`config.mk`:
```
export PLATFORM = sky130hd
export DESIGN_NAME = byte_unstrip_n
export DESIGN_NICKNAME = d
export VERILOG_FILES = /design/src/rtl/byte_strip_pkg.sv /design/src/rtl/unstrip_lane_fifo.sv /design/src/rtl/byte_unstrip_n.sv
export SDC_FILE = /design/constraint.sdc
export NUM_CORES = 1
export LEC_CHECK = 0
export CORE_ASPECT_RATIO = 0.6
export CORE_MARGIN = 2
export CORE_UTILIZATION = 45
export CTS_BUF_LIST = sky130_fd_sc_hd__clkbuf_4 sky130_fd_sc_hd__clkbuf_8
export CTS_CLUSTER_SIZE = 14
export DETAILED_ROUTE_END_ITERATION = 7
export MAX_ROUTING_LAYER = met4
export SLEW_MARGIN = 0
export SYNTH_ARGS = -nofsm -noshare
export SYNTH_HDL_FRONTEND = slang
export SYNTH_SLANG_ARGS = --single-unit
export TNS_END_PERCENT = 30
```
`constraint.sdc`:
```
create_clock -name clk_f -period 3.5 [get_ports clk_f]
set_input_delay 0.7 -clock clk_f [delete_from_list [all_inputs] [get_ports clk_f]]
set_output_delay 0.7 -clock clk_f [all_outputs]
set_load 0.01 [all_outputs]
```
`src/rtl/byte_strip_pkg.sv`:
```
// Shared definitions for the byte unstriping datapath: FSM state type and
// default geometry.
package byte_strip_pkg;

    typedef enum logic {
        StIdle = 1'b0,
        StRun  = 1'b1
    } state_e;

    localparam int unsigned DefLanes = 4;
    localparam int unsigned DefWidth = 32;
    localparam int unsigned DefDepth = 4;

endpackage

```
`src/rtl/unstrip_lane_fifo.sv`:
```
// Per-lane FIFO with combinational head output. Pointers wrap modulo DEPTH and
// occupancy is tracked in a separate counter one bit wider than the pointers.
module unstrip_lane_fifo
    import byte_strip_pkg::*;
#(
    parameter int unsigned WIDTH = DefWidth,
    parameter int unsigned DEPTH = DefDepth
) (
    input  logic             clk_f,
    input  logic             reset_L,
    input  logic             flush,
    input  logic             push,
    input  logic             pop,
    input  logic [WIDTH-1:0] din,
    output logic [WIDTH-1:0] dout,
    output logic             full,
    output logic             empty
);
    localparam int unsigned AW = $clog2(DEPTH);
    localparam int unsigned CW = AW + 1;

    logic [WIDTH-1:0] mem [DEPTH];
    logic [AW-1:0]    wr_q, rd_q;
    logic [CW-1:0]    cnt_q;
    logic             do_push, do_pop;

    assign full    = (cnt_q == CW'(DEPTH));
    assign empty   = (cnt_q == '0);
    assign dout    = mem[rd_q];
    // A push into a full FIFO is dropped even if a pop frees a slot on the same edge.
    assign do_push = push & ~full;
    assign do_pop  = pop & ~empty;

    always_ff @(posedge clk_f) begin
        if (!reset_L) begin
            wr_q  <= '0;
            rd_q  <= '0;
            cnt_q <= '0;
        end else if (flush) begin
            wr_q  <= '0;
            rd_q  <= '0;
            cnt_q <= '0;
        end else begin
            if (do_push) wr_q <= wr_q + AW'(1);
            if (do_pop)  rd_q <= rd_q + AW'(1);
            unique case ({do_push, do_pop})
                2'b10:   cnt_q <= cnt_q + CW'(1);
                2'b01:   cnt_q <= cnt_q - CW'(1);
                default: cnt_q <= cnt_q;
            endcase
        end
    end

    // Storage is deliberately left without reset.
    always_ff @(posedge clk_f) begin
        if (do_push) mem[wr_q] <= din;
    end

endmodule

```
`src/rtl/byte_unstrip_n.sv`:
```
// Reassembles a word stream striped round-robin across LANES lanes, buffering
// each lane to absorb skew and stalling in order when a lane runs dry.
module byte_unstrip_n
    import byte_strip_pkg::*;
#(
    parameter int unsigned LANES = DefLanes,
    parameter int unsigned WIDTH = DefWidth,
    parameter int unsigned DEPTH = DefDepth
) (
    input  logic                   clk_f,
    input  logic                   reset_L,
    input  logic [LANES-1:0]       valid_in,
    input  logic [LANES*WIDTH-1:0] lane_in,
    output logic [LANES-1:0]       lane_ready,
    input  logic                   realign,
    input  logic                   out_ready,
    output logic [WIDTH-1:0]       data_out,
    output logic                   valid_out,
    output logic [LANES-1:0]       overflow,
    output logic                   aligned
);
    localparam int unsigned PtrW = $clog2(LANES);

    state_e           state_q, state_d;
    logic [PtrW-1:0]  ptr_q, ptr_d;
    logic [WIDTH-1:0] data_q, data_d;
    logic             valid_q, valid_d;
    logic [LANES-1:0] ovf_q;
    logic [LANES-1:0] full, empty, pop;
    logic [WIDTH-1:0] head [LANES];

    for (genvar k = 0; k < LANES; k++) begin : g_lane
        unstrip_lane_fifo #(
            .WIDTH (WIDTH),
            .DEPTH (DEPTH)
        ) u_fifo (
            .clk_f   (clk_f),
            .reset_L (reset_L),
            .flush   (realign),
            .push    (valid_in[k]),
            .pop     (pop[k]),
            .din     (lane_in[k*WIDTH +: WIDTH]),
            .dout    (head[k]),
            .full    (full[k]),
            .empty   (empty[k])
        );
    end

    assign lane_ready = ~full;
    assign data_out   = data_q;
    assign valid_out  = valid_q;
    assign overflow   = ovf_q;
    assign aligned    = (state_q == StRun);

    always_comb begin
        state_d = state_q;
        ptr_d   = ptr_q;
        data_d  = data_q;
        valid_d = valid_q;
        pop     = '0;
        if (realign) begin
            state_d = StIdle;
            ptr_d   = '0;
            valid_d = 1'b0;
        end else begin
            unique case (state_q)
                StIdle: begin
                    valid_d = 1'b0;
                    ptr_d   = '0;
                    // Lock once every lane holds a word; lane 0 is emitted on the same edge.
                    if (empty == '0) begin
                        state_d = StRun;
                        pop[0]  = 1'b1;
                        data_d  = head[0];
                        valid_d = 1'b1;
                        ptr_d   = PtrW'(1);
                    end
                end
                StRun: begin
                    if (!valid_q || out_ready) begin
                        if (!empty[ptr_q]) begin
                            pop[ptr_q] = 1'b1;
                            data_d     = head[ptr_q];
                            valid_d    = 1'b1;
                            ptr_d      = ptr_q + PtrW'(1);
                        end else begin
                            valid_d = 1'b0;
                        end
                    end
                end
                default: ;
            endcase
        end
    end

    always_ff @(posedge clk_f) begin
        if (!reset_L) begin
            state_q <= StIdle;
            ptr_q   <= '0;
            data_q  <= '0;
            valid_q <= 1'b0;
            ovf_q   <= '0;
        end else begin
            state_q <= state_d;
            ptr_q   <= ptr_d;
            data_q  <= data_d;
            valid_q <= valid_d;
            ovf_q   <= ovf_q | (valid_in & full);
        end
    end

endmodule

```
=== After elaboration in Yosys (flattened, before gate mapping) ===
Memories as Yosys holds them, arrays and structs flattened. A register that Yosys moved wholly into a read port is not among the register bits.
Cells that the tools add are included.

* Word-level logic and storage cells: 139
* RAM bits: 512
* Memories kept: 4
* Input port bits: 136
* Flip-flop bits (word level): 68

{| class="wikitable"
|+ Memory list
! name !! words !! bits a word !! read ports !! clocked after Yosys merged registers in !! write ports !! RTL line !! RTL
|-
| g_lane[0].u_fifo.mem || 4 || 32 || 1 || 1 || 1 || unstrip_lane_fifo.sv:22 || <nowiki>logic [WIDTH-1:0] mem [DEPTH];</nowiki>
|-
| g_lane[1].u_fifo.mem || 4 || 32 || 1 || 1 || 1 || unstrip_lane_fifo.sv:22 ||
|-
| g_lane[2].u_fifo.mem || 4 || 32 || 1 || 1 || 1 || unstrip_lane_fifo.sv:22 ||
|-
| g_lane[3].u_fifo.mem || 4 || 32 || 1 || 1 || 1 || unstrip_lane_fifo.sv:22 ||
|}

* Bitwise logic cells: 23
* Multiplexer cells: 45
* Equal/unequal tests: 15
* Add/sub/neg operators: 17
* Reduce and logical (&&, ||, !) cells: 15
* Magnitude comparators: 3

{| class="wikitable"
|+ Operators with widths
! operator !! count
|-
| two-way mux 32 bit || 5
|-
| binary-select mux 32 bit (select 2 bit) || 1
|-
| one-hot mux 32 bit (2 select lines) || 1
|-
| one-hot mux 3 bit (2 select lines) || 4
|-
| two-way mux 2 bit || 10
|-
| adder 2 x 1 -> 2 bit, second input constant || 9
|-
| two-way mux 1 bit || 15
|-
| adder 3 x 1 -> 3 bit, second input constant || 4
|-
| == test 3 bit, second input constant || 4
|-
| zero test 3 bit || 4
|-
| two-way mux 4 bit || 3
|-
| subtractor 3 x 1 -> 3 bit, second input constant || 4
|-
| inverter 1 bit || 11
|-
| AND 1 bit || 8
|-
| == test 2 x 1 -> 1 bit, second input constant || 4
|-
| == test 2 bit, second input constant || 4
|-
| nonzero test 2 bit || 4
|-
| AND 4 bit || 1
|-
| zero test 4 bit || 1
|-
| inequality test 2 bit, second input constant || 2
|-
| inverter 4 bit || 1
|-
| bitwise OR 4 bit || 1
|-
| one-hot mux 1 bit (2 select lines) || 2
|-
| one-hot mux 2 bit (2 select lines) || 1
|-
| other kinds (14) || 14
|}

=== Depth between registers and ports, before layout ===
* Depth in word-level cells: 11
* Gate-level depth with buffers: 12

=== Modules after synthesis ===
Synthesis repeated with hierarchy kept, for this count alone.

* Cells, all modules: 1232
* Area, all modules: 23336.1 um2

{| class="wikitable"
|+ Modules (own cells, without submodules)
! module !! cells an instance !! area an instance (um2) !! times used !! seq. area each (um2)
|-
| unstrip_lane_fifo || 222 || 5134.9 || 4 || 4023.9
|-
| byte_unstrip_n || 344 || 2796.4 || 1 || 800.8
|}

=== Least setup slack after synthesis ===
OpenSTA, ideal clock, no wires.

* Path type: input to register
* From: in out_ready
* To: reg g_lane[1].u_fifo.cnt_q[2]
* Cell stages on the path: 9
* Path buffers: 0
* Arrival: 2.804 ns
* Library setup time: 0.070 ns
* Setup slack: 0.626 ns
* Cells stage by stage: nor2b_1 -> or3_1 -> a211oi_4 -> ha_1 -> inv_1 -> fa_1 -> xor2_1 -> or3_1 -> a21oi_1

* Longest elaborated chain between the ends: 7

{| class="wikitable"
|+ Ends and longest elaborated chain
! item !! RTL line !! RTL
|-
| from (decl) || byte_unstrip_n.sv:16 || <nowiki>input logic out_ready,</nowiki>
|-
| logical OR 1 bit (*) || byte_unstrip_n.sv:80 || <nowiki>if (!valid_q || out_ready) begin</nowiki>
|-
| two-way mux 4 bit (*) || byte_unstrip_n.sv:80 ||
|-
| two-way mux 3 bit (*) || byte_unstrip_n.sv:66 || <nowiki>unique case (state_q)</nowiki>
|-
| two-way mux 4 bit (*) || byte_unstrip_n.sv:61 || <nowiki>if (realign) begin</nowiki>
|-
| AND 1 bit (*) || unstrip_lane_fifo.sv:32 || <nowiki>assign do_pop = pop & ~empty;</nowiki>
|-
| net g_lane[1].u_fifo.do_pop || unstrip_lane_fifo.sv:25 || <nowiki>logic do_push, do_pop;</nowiki>
|-
| == test 2 x 1 -> 1 bit / == test 2 bit (equally long branches) || unstrip_lane_fifo.sv:46 || <nowiki>unique case ({do_push, do_pop})</nowiki>
|-
| one-hot mux 3 bit (2 select lines) / nonzero test 2 bit (equally long branches) || n/a ||
|-
| to (signal assigned) || unstrip_lane_fifo.sv:47 || <nowiki>2'b10: cnt_q <= cnt_q + CW'(1);</nowiki>
|-
| to (signal assigned) || unstrip_lane_fifo.sv:48 || <nowiki>2'b01: cnt_q <= cnt_q - CW'(1);</nowiki>
|-
| to (signal assigned) || unstrip_lane_fifo.sv:49 || <nowiki>default: cnt_q <= cnt_q;</nowiki>
|-
| to (decl) || unstrip_lane_fifo.sv:24 || <nowiki>logic [CW-1:0] cnt_q;</nowiki>
|}

The timed path passes the listed nets; every way through them passes the cells marked *.
A chain may end at the register's enable or synchronous reset.

=== Final worst setup path ===
* From: reg ptr_q[1]
* To: reg g_lane[2].u_fifo.cnt_q[2]

* Longest elaborated chain between the ends: 11

{| class="wikitable"
|+ Ends and longest elaborated chain
! item !! RTL line !! RTL
|-
| from (decl) || byte_unstrip_n.sv:25 || <nowiki>logic [PtrW-1:0] ptr_q, ptr_d;</nowiki>
|-
| from (signal assigned) || byte_unstrip_n.sv:105 || <nowiki>ptr_q <= ptr_d;</nowiki>
|-
| < comparator 2 x 3 -> 1 bit (not written as such) / greater-or-equal comparator 2 x 1 -> 1 bit (equally long branches) || byte_unstrip_n.sv:82 || <nowiki>pop[ptr_q] = 1'b1;</nowiki>
|-
| logical AND 1 bit (not written as such) || byte_unstrip_n.sv:82 ||
|-
| two-way mux 1 bit (not written as such) || byte_unstrip_n.sv:82 ||
|-
| demux 1 bit (select 2 bit) || byte_unstrip_n.sv:82 ||
|-
| two-way mux 4 bit (*) || byte_unstrip_n.sv:81 || <nowiki>if (!empty[ptr_q]) begin</nowiki>
|-
| two-way mux 4 bit (*) || byte_unstrip_n.sv:80 ||
|-
| two-way mux 3 bit (*) || byte_unstrip_n.sv:66 ||
|-
| two-way mux 4 bit (*) || byte_unstrip_n.sv:61 ||
|-
| AND 1 bit (*) || unstrip_lane_fifo.sv:32 ||
|-
| net g_lane[2].u_fifo.do_pop || unstrip_lane_fifo.sv:25 ||
|-
| == test 2 x 1 -> 1 bit / == test 2 bit (equally long branches) || unstrip_lane_fifo.sv:46 ||
|-
| one-hot mux 3 bit (2 select lines) / nonzero test 2 bit (equally long branches) || n/a ||
|-
| to (signal assigned) || unstrip_lane_fifo.sv:47 ||
|-
| to (signal assigned) || unstrip_lane_fifo.sv:48 ||
|-
| to (signal assigned) || unstrip_lane_fifo.sv:49 ||
|-
| to (decl) || unstrip_lane_fifo.sv:24 ||
|}

The timed path passes the listed nets; every way through them passes the cells marked *. The select of a mux whose other input is x is not followed.

==> metrics.cfg <==
[detailed_routing]
top_layer = met4
drt_pass1_iterations = 7
drt_iter0_markers = 946
dr_wl_met3_um = 2240
drc = 0
wire_per_inst_um = 23.8
vias = 11600
viasPerCell = 5.49
wl_met2_um = 24000
final_antenna_net_count = 0
drt_wl_total_um = 50200
met1Wirelength_um = 22800

[timing]
worst_slew_pin_slew_ps = 935
finalMaxSlewViolations = 0
slew_headroom = 0.376
hold_viol_final = 0
fin_crit_sh = 0.865
rsz0062_at_grt = false
fin_setup_tns_ps = 0
min_period_ps = 3030
clock_skew_ps = 21.7
setup_viol = 0
fmax_mhz = 330
whs_ps = 486

[clock_tree]
numCtsBuffers = 85
cts_root_buffer = clkbuf_8
ctsHoldBuffers = 0
cts_setup_buffers = 0
cts.reportedPaths.clkPinSlew_ps = 70
clock_path_buffers = 3
cts_tree = done
cts_sinks = 588
clock_latency_ps = 640
htreeDepth = 3
cts_resized = 0

[layout]
finalInstanceArea_um2 = 27000
diodes = 0
drive_above_1_share = 0.226
area_growth_pct = 20.2
nNetsFinal = 1551

[global_routing]
antenna_found_initial = 0
grt_pass1_vias = 11600
grt.total_usage = 0.200
grt_pass1_wl_um = 73800
grt_max_degree = 40
grt-ovfl-total = 0

[power_and_ir_drop]
p_switching_mw = 2.90
swShare = 0.204
powerDensity_nw_per_um2 = 525
p_leak_nw = 8.75
power.total_mw = 14.2
seq_power_share = 0.552
p_comb_frac = 0.040
pwr-share-clk = 0.408
ir_drop_uv = 349
intPower_mw = 11.3

[place]
port-buffer-count = 177
gp_congestion = 0.808
dpl.hpwl_um = 32900
dpl-instance-area_um2 = 25200

[setup_path]
slowest_delay_ps = 590
arrival_ps = 3590
cp.required_ps = 4060
worst_setup_path_end_kind = flip-flop
crit_buf_inv = 2
regToRegStartpoint = ptr_q[1]
path_cells = inv_1 > or3_1 > a211oi_4 > ha_1 > inv_1 > fa_1 > xor2_1 > or3_1 > a21oi_1
critPathTopFamily = simple AND/OR/NAND/NOR gates
slowest_stage = or3_1
startpoint = ptr_q[1]
crit_type = reg -> reg
worstPathMaxFanout = 11
start_kind = flip-flop

[floorplan]
die_y_um = 177
coreArea_um2 = 49300
die-width_um = 292
dieArea_um2 = 51800
num_rows = 63
ios = 178
start_util = 0.455

[synthesis]
synth_flop_cell = edfxtp_1
synth-seq-cells = 588
avgSynthCellArea_um2 = 19.8
synth_cell_type_count = 47
synth_nets = 1296
synth_edf_count = 512
async_flop_share = 0
synth-seq-area-share = 0.752
syn_area_um2 = 22500
ys.warnings.count = 0
synth_cells = 1132

[outcome]
status = completed

[hold_path]
min_path_type = reg -> reg
hp-start = overflow[1]

[flow_run]
max-cap-violations = 0

layout make-up:
class	count	area, µm²
clock buffer	137	1650
clock inverter	21	180
fill	3866	22300
inverter	27	101
multi-input combinational	465	5240
sequential	588	16900
tap	650	813
timing repair buffer	220	2120
stage by stage:
step / utilization / std cells / worst slack (ps)
after floorplan: - / 1132 / 626
after global placement: 0.510 / 1950 / 111
after detailed placement: 0.510 / 1950 / 52.0
after CTS: 0.547 / 2108 / 493
after global routing: 0.547 / 2108 / 224
final: 0.547 / 2108 / 473
power groups by stage:
stage	combinational, mW	sequential [mW]	clock, mW
CTS	0.571	7.83	5.92
floorplan	0.229	7.97	0
global placement	0.556	7.97	0
detailed placement	0.568	7.98	0
global route	0.602	7.84	6.21
finish	0.561	7.83	5.79
final timing paths:
| path | end | slack (ps) | cells after the start |
|---|---|---|---|
| max reg2reg | g_lane[2].u_fifo.cnt_q[2] | 470 | 9 |
| min | overflow[1] | 490 | 2 |
| max | g_lane[2].u_fifo.cnt_q[2] | 470 | 9 |
| min reg2reg | overflow[1] | 490 | 2 |
logic make-up (layout without fill, tap and decap cells):
logic type,Yosys count,after routing,share of synthesized area
compound gates,163,163,0.0527
buf+inv,79,405,0.0153
xor+xnor,16,16,0.00624
mux,141,141,0.130
fa+ha+maj,28,28,0.0169
simple gates,117,117,0.0265
flops,588,588,0.752
state kept, by name, summed over array words and instances, names as in the netlist, named ones only:
name and count:
g_lane.u_fifo.mem 512, ptr_q 2, aligned 1, g_lane.u_fifo.wr_q 8, g_lane.u_fifo.rd_q 8, overflow 4
data_out 32, valid_out 1, g_lane.u_fifo.cnt_q 12
cell usage after synthesis, drive strengths merged (7+ instances only):
| master | count | area share |
|---|---|---|
| a21oi | 16 | 0.0041 |
| a22o | 9 | 0.0035 |
| a22oi | 47 | 0.016 |
| a31oi | 27 | 0.0075 |
| and3 | 16 | 0.0045 |
| buf | 25 | 0.0062 |
| clkbuf | 27 | 0.0045 |
| dfxtp | 76 | 0.068 |
| edfxtp | 512 | 0.68 |
| ha | 24 | 0.013 |
| inv | 27 | 0.0045 |
| mux2i | 20 | 0.0089 |
| mux4 | 121 | 0.12 |
| nand2 | 19 | 0.0032 |
| nand3 | 7 | 0.0016 |
| nor2 | 43 | 0.0072 |
| o22ai | 25 | 0.0070 |
| o31ai | 23 | 0.0077 |
| or3 | 11 | 0.0035 |
| xnor2 | 8 | 0.0031 |
| xor2 | 8 | 0.0031 |
cell usage in the layout, fill, tap and decap left out, types with 4 or more instances in the layout:
master | Yosys | final
edfxtp_1 | 512 | 512
clkdlybuf4s50_1 | 0 | 177
mux4_2 | 121 | 121
clkbuf_8 | 0 | 100
dfxtp_1 | 76 | 72
a22oi_1 | 46 | 46
nor2_1 | 43 | 41
buf_4 | 2 | 41
clkbuf_4 | 0 | 37
a31oi_1 | 27 | 27
inv_1 | 26 | 26
o22ai_1 | 25 | 25
ha_1 | 24 | 24
o31ai_1 | 23 | 23
mux2i_1 | 20 | 20
nand2_1 | 19 | 19
and3_1 | 16 | 16
a21oi_1 | 15 | 15
clkinv_1 | 0 | 10
or3_1 | 9 | 9
a22o_1 | 9 | 9
xor2_1 | 8 | 8
xnor2_1 | 8 | 8
nand3_1 | 7 | 7
nor2b_1 | 6 | 6
o21ai_0 | 5 | 5
nand2b_1 | 5 | 5
clkinv_2 | 0 | 5
fa_1 | 4 | 4
dfxtp_2 | 0 | 4
worst register-to-register path, stage by stage, from the launching register on:
cell and delay, ps:
dfxtp_1 520, inv_1 170, or3_1 590, a211oi_4 340, ha_1 220, inv_1 70
fa_1 430, xor2_1 160, or3_1 310, a21oi_1 140
routing by layer:
metal,track usage,vias up
met5,-,-
met4,0.0590,0
met3,0.0378,83
met2,0.309,335
met1,0.275,5973
li1,-,5179
Note: power is estimated with default switching activity, not from simulation.
